## config.mk

```make
export PLATFORM = sky130hd
export DESIGN_NAME = ram_b_arbiter
export DESIGN_NICKNAME = d
export VERILOG_FILES = /design/src/rtl/ram_b_arbiter.sv
export SDC_FILE = /design/constraint.sdc
export NUM_CORES = 1
export LEC_CHECK = 0
export ABC_CLOCK_PERIOD_IN_PS = 3920
export CAP_MARGIN = 20
export CORE_MARGIN = 2
export CORE_UTILIZATION = 49
export CTS_CLUSTER_DIAMETER = 50
export DETAILED_ROUTE_END_ITERATION = 12
export HOLD_SLACK_MARGIN = 0.02
export PLACE_DENSITY_LB_ADDON = 0.15
export SLEW_MARGIN = 20
export SYNTH_ARGS = -nofsm -noshare
export SYNTH_HDL_FRONTEND = slang
export SYNTH_SLANG_ARGS = --single-unit
```

## constraint.sdc

```tcl
create_clock -name Clk -period 3.92 [get_ports Clk]
set_input_delay 0.784 -clock Clk [delete_from_list [all_inputs] [get_ports Clk]]
set_output_delay 0.784 -clock Clk [all_outputs]
set_load 0.01 [all_outputs]
```

## src/rtl/ram_b_arbiter.sv

```systemverilog
// ram_b_arbiter: two-port round-robin front end for the single-port RAM_B
// block RAM (1-cycle read latency). Serialises word reads and byte-enabled
// writes; partial writes become an internal read-modify-write.
module ram_b_arbiter #(
    parameter int ADDR_W = 6,
    parameter int DATA_W = 32
) (
    input  logic                  Clk,
    input  logic                  Rst,
    input  logic                  Req0,
    input  logic                  Req1,
    input  logic                  Wr0,
    input  logic                  Wr1,
    input  logic [ADDR_W-1:0]     Addr0,
    input  logic [ADDR_W-1:0]     Addr1,
    input  logic [DATA_W/8-1:0]   BE0,
    input  logic [DATA_W/8-1:0]   BE1,
    input  logic [DATA_W-1:0]     WData0,
    input  logic [DATA_W-1:0]     WData1,
    output logic                  Ack0,
    output logic                  Ack1,
    output logic [DATA_W-1:0]     RData0,
    output logic [DATA_W-1:0]     RData1,
    output logic                  Busy,
    output logic                  Ram_We,
    output logic [ADDR_W-1:0]     Ram_Addr,
    output logic [DATA_W-1:0]     Ram_WData,
    input  logic [DATA_W-1:0]     Ram_RData
);
    localparam int BE_W = DATA_W / 8;

    localparam logic [2:0] IDLE  = 3'd0;
    localparam logic [2:0] ISSUE = 3'd1;
    localparam logic [2:0] CAPT  = 3'd2;
    localparam logic [2:0] MERGE = 3'd3;
    localparam logic [2:0] ACK   = 3'd4;

    logic [2:0]        state;
    logic              last;
    logic              cmd_port;
    logic              cmd_wr;
    logic [ADDR_W-1:0] cmd_addr;
    logic [BE_W-1:0]   cmd_be;
    logic [DATA_W-1:0] cmd_wdata;
    logic [DATA_W-1:0] cap;

    logic              gnt;
    logic              sel_wr;
    logic [ADDR_W-1:0] sel_addr;
    logic [BE_W-1:0]   sel_be;
    logic [DATA_W-1:0] sel_wdata;
    logic [DATA_W-1:0] merged;
    logic              full_wr;
    logic              we_raw;
    logic              rd_ld;
    logic [DATA_W-1:0] rd_val;

    // Round-robin grant: a lone requester wins, a tie goes to the port
    // that was not served last; then mux that port's command fields.
    always_comb begin
        gnt       = (Req0 && Req1) ? ~last : Req1;
        sel_wr    = gnt ? Wr1    : Wr0;
        sel_addr  = gnt ? Addr1  : Addr0;
        sel_be    = gnt ? BE1    : BE0;
        sel_wdata = gnt ? WData1 : WData0;
    end

    // Byte merge for partial writes: new byte where enabled, else the
    // byte captured from the RAM in CAPT.
    always_comb begin
        merged = cap;
        for (int n = 0; n < BE_W; n++)
            if (cmd_be[n]) merged[8*n +: 8] = cmd_wdata[8*n +: 8];
    end

    // RAM port drive; the write strobe is forced low while reset is held
    // so an interrupted access never commits.
    always_comb begin
        full_wr   = cmd_wr && (&cmd_be);
        we_raw    = ((state == ISSUE) && full_wr) || (state == MERGE);
        Ram_We    = we_raw && !Rst;
        Ram_Addr  = cmd_addr;
        Ram_WData = '0;
        if (Ram_We) Ram_WData = (state == MERGE) ? merged : cmd_wdata;
        Busy      = (state != IDLE);
    end

    // Which value (if any) lands in the granted port's read-data register.
    always_comb begin
        rd_ld  = 1'b0;
        rd_val = cmd_wdata;
        case (state)
            ISSUE: rd_ld = full_wr;
            CAPT:  begin rd_ld = 1'b1; rd_val = Ram_RData; end
            MERGE: begin rd_ld = 1'b1; rd_val = merged;    end
            default: ;
        endcase
    end

    // Sequencer FSM, command registers, read-data and Ack registers.
    always_ff @(posedge Clk) begin
        if (Rst) begin
            state     <= IDLE;
            last      <= 1'b1;
            cmd_port  <= 1'b0;
            cmd_wr    <= 1'b0;
            cmd_addr  <= '0;
            cmd_be    <= '0;
            cmd_wdata <= '0;
            cap       <= '0;
            RData0    <= '0;
            RData1    <= '0;
            Ack0      <= 1'b0;
            Ack1      <= 1'b0;
        end else begin
            Ack0 <= 1'b0;
            Ack1 <= 1'b0;
            if (rd_ld) begin
                if (cmd_port) RData1 <= rd_val;
                else          RData0 <= rd_val;
            end
            case (state)
                IDLE: if (Req0 || Req1) begin
                    last      <= gnt;
                    cmd_port  <= gnt;
                    cmd_wr    <= sel_wr;
                    cmd_addr  <= sel_addr;
                    cmd_be    <= sel_be;
                    cmd_wdata <= sel_wdata;
                    // Empty-mask write completes without touching the RAM.
                    if (sel_wr && (sel_be == '0)) begin
                        state <= ACK;
                        Ack0  <= ~gnt;
                        Ack1  <= gnt;
                    end else begin
                        state <= ISSUE;
                    end
                end
                ISSUE: if (full_wr) begin
                    state <= ACK;
                    Ack0  <= ~cmd_port;
                    Ack1  <= cmd_port;
                end else begin
                    state <= CAPT;
                end
                CAPT: begin
                    cap <= Ram_RData;
                    if (cmd_wr) begin
                        state <= MERGE;
                    end else begin
                        state <= ACK;
                        Ack0  <= ~cmd_port;
                        Ack1  <= cmd_port;
                    end
                end
                MERGE: begin
                    state <= ACK;
                    Ack0  <= ~cmd_port;
                    Ack1  <= cmd_port;
                end
                default: state <= IDLE;
            endcase
        end
    end
endmodule

```

After elaboration in Yosys (flattened, before gate mapping). Cells that the tools add are included.

Add/subtract/negate cells: 0. $mul: 0. Div/mod/pow operators: 0. $lt $le $gt $ge: 0. Eq/ne operators: 4. Shift-type cells: 0. Muxes and demuxes: 28. Bitwise logic cells: 3. Reduce and logical (&&, ||, !) cells: 16.

Operators with widths (count): 32-bit two-way mux (3); 32-bit case mux with 2 select lines (1); 8-bit two-way mux (4); 3-bit two-way mux (4); 3-bit case mux with 4 select lines (1); 1-bit two-way mux (10); 1-bit case mux with 4 select lines (2); 3-bit by 2-bit equality test with 1-bit output (second input constant) (2); 6-bit two-way mux (1); 2-bit AND reduction (3); 1-bit logical AND (5); 4-bit logical NOT (1); 4-bit two-way mux (1); 4-bit AND reduction (1); 3-bit by 1-bit equality test with 1-bit output (second input constant) (1); 3-bit logical NOT (1); 1-bit inverter (3); 3-bit nonzero test (1); 1-bit logical OR (2); 2-bit != test (second input constant) (1); 1-bit case mux with 2 select lines (1); 2-bit OR reduction (1); 1-bit logical NOT (1).

Bits in registers: 146. Bits in latches: 0. Bits in writable memories: 0. Memory bits (read-only): 0. Input bits: 122. Output and inout port bits: 106. Logic and storage cells: 63. Memories kept: 0.

Longest topological paths before layout.
Depth in word-level cells: 8. Depth in mapped cells: 8.

Worst setup path after synthesis. No wires, ideal clock.

Path type: in2out. From: input port Rst. To: output port Ram_WData[22]. Arrival: 1.515 ns. Required time: 3.136 ns. Path slack: 1.621 ns. Cell stages on the path: 4. Buffers on the path: 1. Cells stage by stage: nor2_1 > nand3_1 > clkbuf_1 > a21oi_1.

Longest elaborated chain between the ends: 3.

RTL lines: from (decl) (line 9) `input logic Rst,`; 1-bit logical NOT (line 81) `Ram_We = we_raw && !Rst;`; 1-bit logical AND (line 81); 32-bit two-way mux (line 84) `if (Ram_We) Ram_WData = (state == MERGE) ? merged : cmd_wdata;`; to (decl) (line 27) `output logic [DATA_W-1:0] Ram_WData,`.

Every way passes these cells.

Final worst setup path.
From: register state[2]. To: output port Ram_WData[16].

Longest elaborated chain between the ends: 5. Elaborated cells between the ends (all ways): 7. Classes of those cells: eq/ne (2); mux (2); reduce/logical (3).

RTL lines: from (decl) (line 38) `logic [2:0] state;`; from (signal assigned) (line 103) `state <= IDLE;`; from (signal assigned) (line 132) `state <= ACK;`; from (signal assigned) (line 136) `state <= ISSUE;`; 3-bit by 1-bit equality test with 1-bit output (line 80) `we_raw = ((state == ISSUE) && full_wr) || (state == MERGE);`; 1-bit logical AND (line 80); 1-bit logical OR (line 80); 1-bit logical AND (line 81); 32-bit two-way mux * (line 84).

Mark *: on every way between the ends. The rest lies on a longest branch, timed or not.

==> impl_metrics.csv <==
group,metric,value,unit
critical_path,required,3.14,ns
grt,grtUsageTotal,0.3170,
floorplanning,core,0.01314,mm2
place,place_inst,1117,
sta,finalCritPeriodShare,0.9455,
cells_and_area,diodes,0,
critical_path,start_kind,"flip-flop",
cells_and_area,final_cells,1149,
critical_path,worst-path-max-fanout,19,
floorplanning,die_y,119.6,um
cts,cts_hold_buffers,0,
place,place.gp.congestion,0.9511,
floorplanning,die_area,0.01429,mm2
cells_and_area,layout_commonest_cell,"clkdlybuf4s50_1",
hold_path,hp-start,"last",
cts,clk_latency,0.42,ns
synthesis,yosysSeqAreaShare,0.4467,
cts,clockBufferDepth,2,
status,status,"complete, no violations",
job,maxCapViolations,0,
sta,period_minus_slack,3.706,ns
power_and_ir_drop,ir_drop,0.3188,mV
critical_path,path_class,"reg -> out",
sta,hold_violations,0,
sta,fmax,0.2698,GHz
synthesis,syn_area_per_cell,8.498,um2
critical_path,path_cells,"nand2b_2 > nor2_1 > nand2_1 > a21oi_1 > clkdlybuf4s50_1",
critical_path,rr_startpoint,"state[0]",
floorplanning,fp.dieW,119.6,um
cts,cts_setup_buffers,0,
power_and_ir_drop,p_leak,3.197,nW
floorplanning,initial_core_util,0.4981,
hold_path,whs_endpoint,"last",
critical_path,worstReg2RegEnd,"RData1[28]",
synthesis,ys_ff_latch,146,
detailed_routing,dr.pass1.iters,8,
synthesis,syn-num-nets,892,
cts,cts_tree,"done",
sta,tightest_slew,1.002,ns
grt,overflow,0,
detailed_routing,detail_route.iter0.violations,896,
cells_and_area,final_cell_mix,"clkdlybuf4s50_1, dfxtp_1, nand2_1",
cells_and_area,final_area,0.009485,mm2
cells_and_area,area_growth_syn_to_layout,44.95,%
sta,grt_setup_unrepaired,"no",
power_and_ir_drop,p_per_area,522.5,mW/mm2
sta,skew,0.008126,ns
detailed_routing,viasPerCell,6.243,
detailed_routing,postRouteWirelength,23020,um
power_and_ir_drop,total_power,4.956,mW
critical_path,critPathMaxStageDelay,0.64,ns
synthesis,synth_cells,770,
grt,grt_max_degree,75,
cells_and_area,drive_gt1_frac,0.09250,
critical_path,crit_buf_inv,1,
grt,grt_pass1_vias,6974,
grt,grt_pass1_wl,35720,um
detailed_routing,drt.antenna.violating_nets,0,
synthesis,netlist-cell-type-count,40,
cts,root_buffer,"clkbuf_16",
cts,cts.clk_slew.worst_paths,0.06,ns
floorplanning,io_pins,228,
cells_and_area,layout.nets,1082,
hold_path,worstHoldPathCells,1,
sta,setup_viol,0,
place,dp_hpwl,16110,um
cts,post_cts_resize_count,0,
critical_path,cp-end-kind,"output port",
floorplanning,rows,42,
place,dpl_cell_area,0.008856,mm2
critical_path,cpLargestDelayFamily,"simple AND/OR/NAND/NOR gates",
detailed_routing,via_count,7173,
synthesis,syn_area,0.006544,mm2
detailed_routing,drc,0,
cts,numCtsBuffers,17,
critical_path,reg2reg_depth,5,
place,io_buffers,227,
sta,report.final.slew_viol_count,0,
cts,cts_sinks,146,
critical_path,reg2reg_slack,1.31,ns
sta,setup_tns,0,ns
critical_path,cp.arrival,2.92,ns
synthesis,yosys_warnings,0,
grt,antenna_found_initial,0,
detailed_routing,drt-wirelength-per-cell,20.03,um
cts,htreeDepth,4,
hold_path,worstHoldPathType,"reg -> reg",
sta,maxSlewHeadroom,0.3301,
critical_path,cp_slowest_cell,"nor2_1",
-- per-stage QoR --
step / util / worst slack (ns) / hold slack, ns
after floorplan: - / 1.621 / 0.4304
after global placement: 0.6741 / 0.7441 / 0.4428
after detailed placement: 0.6741 / 0.6943 / 0.4535
after CTS: 0.7220 / 0.2228 / 0.4673
after global routing: 0.7220 / 0.03245 / 0.4889
final: 0.7220 / 0.2136 / 0.4647
-- worst reg2reg max path: stages (launching register included) --
cell      delay (ns)
dfxtp_2         0.61
buf_4           0.27
inv_2           0.05
o41a_4          0.49
nor2_4          0.76
a221oi_1        0.25
-- cells by family after synthesis --
group,count (synthesis),share of synthesized area
simple gates,284,0.1790
compound gates,251,0.3034
mux,7,0.01109
flops,146,0.4467
buf+inv,82,0.05985
-- cell usage after synthesis (all sizes together) --
cell | n | share of area
nand3 | 3 | 0.0023
and2 | 2 | 0.0019
nor4 | 3 | 0.0029
and3 | 2 | 0.0019
mux2 | 2 | 0.0034
clkbuf | 42 | 0.024
a21boi | 1 | 0.0011
mux2i | 5 | 0.0076
dfxtp | 146 | 0.45
nand2b | 5 | 0.0048
nand4b | 1 | 0.0013
nand2 | 133 | 0.076
o22a | 32 | 0.043
a221oi | 65 | 0.097
a21oi | 69 | 0.056
a211o | 1 | 0.0013
o21ai | 2 | 0.0015
nor2 | 120 | 0.072
a22o | 1 | 0.0013
o32a | 1 | 0.0015
o22ai | 34 | 0.033
inv | 5 | 0.0029
o41a | 1 | 0.0033
o41ai | 1 | 0.0013
a222oi | 38 | 0.058
or2 | 7 | 0.0067
nor3 | 7 | 0.0084
a211oi | 5 | 0.0057
buf | 35 | 0.033
nor2b | 1 | 0.00096
-- flip-flops by register name, summed over array words and instances, names as in the netlist --
name	count
RData0	32
RData1	32
cap	32
cmd_wdata	32
Ram_Addr	6
cmd_be	4
state	3
Ack0	1
Ack1	1
cmd_port	1
cmd_wr	1
last	1
-- worst max path at each step --
stage,start,endpoint,slack [ns],cells past startpoint
floorplan,Rst,Ram_WData[22],1.62,4
global placement,state[2],Ram_WData[23],0.74,5
detailed placement,state[2],Ram_WData[31],0.69,6
CTS,state[2],Ram_WData[31],0.22,6
global route,state[0],Ram_WData[31],0.03,6
finish,state[2],Ram_WData[16],0.21,5
-- per-layer routing --
metal / wire [um] / GRT usage / share of wire / vias to the layer above
met1: 8833 / 0.3785 / 0.38 / 3408
met3: 2205 / 0.07890 / 0.096 / 68
met4: 887 / 0.1618 / 0.039 / 0
li1: - / - / - / 3250
met2: 11090 / 0.5293 / 0.48 / 447
met5: 0 / 0 / 0 / -
-- cell type report --
class                   instances  area (um2)
flip-flops and latches        146        2924
clock buffers                  20       446.7
well taps                     176       220.2
inverters                       5       18.77
fillers                      1002        3652
repair buffers                248        2427
clock inverters                12       182.7
multi-input cells             542        3266
-- power by group --
group	internal (mW)	switching [mW]
registers	1.67	0.180
clock network	1.08	0.635
logic	0.634	0.753
total	3.39	1.57
(Power assumes the default switching activity.)
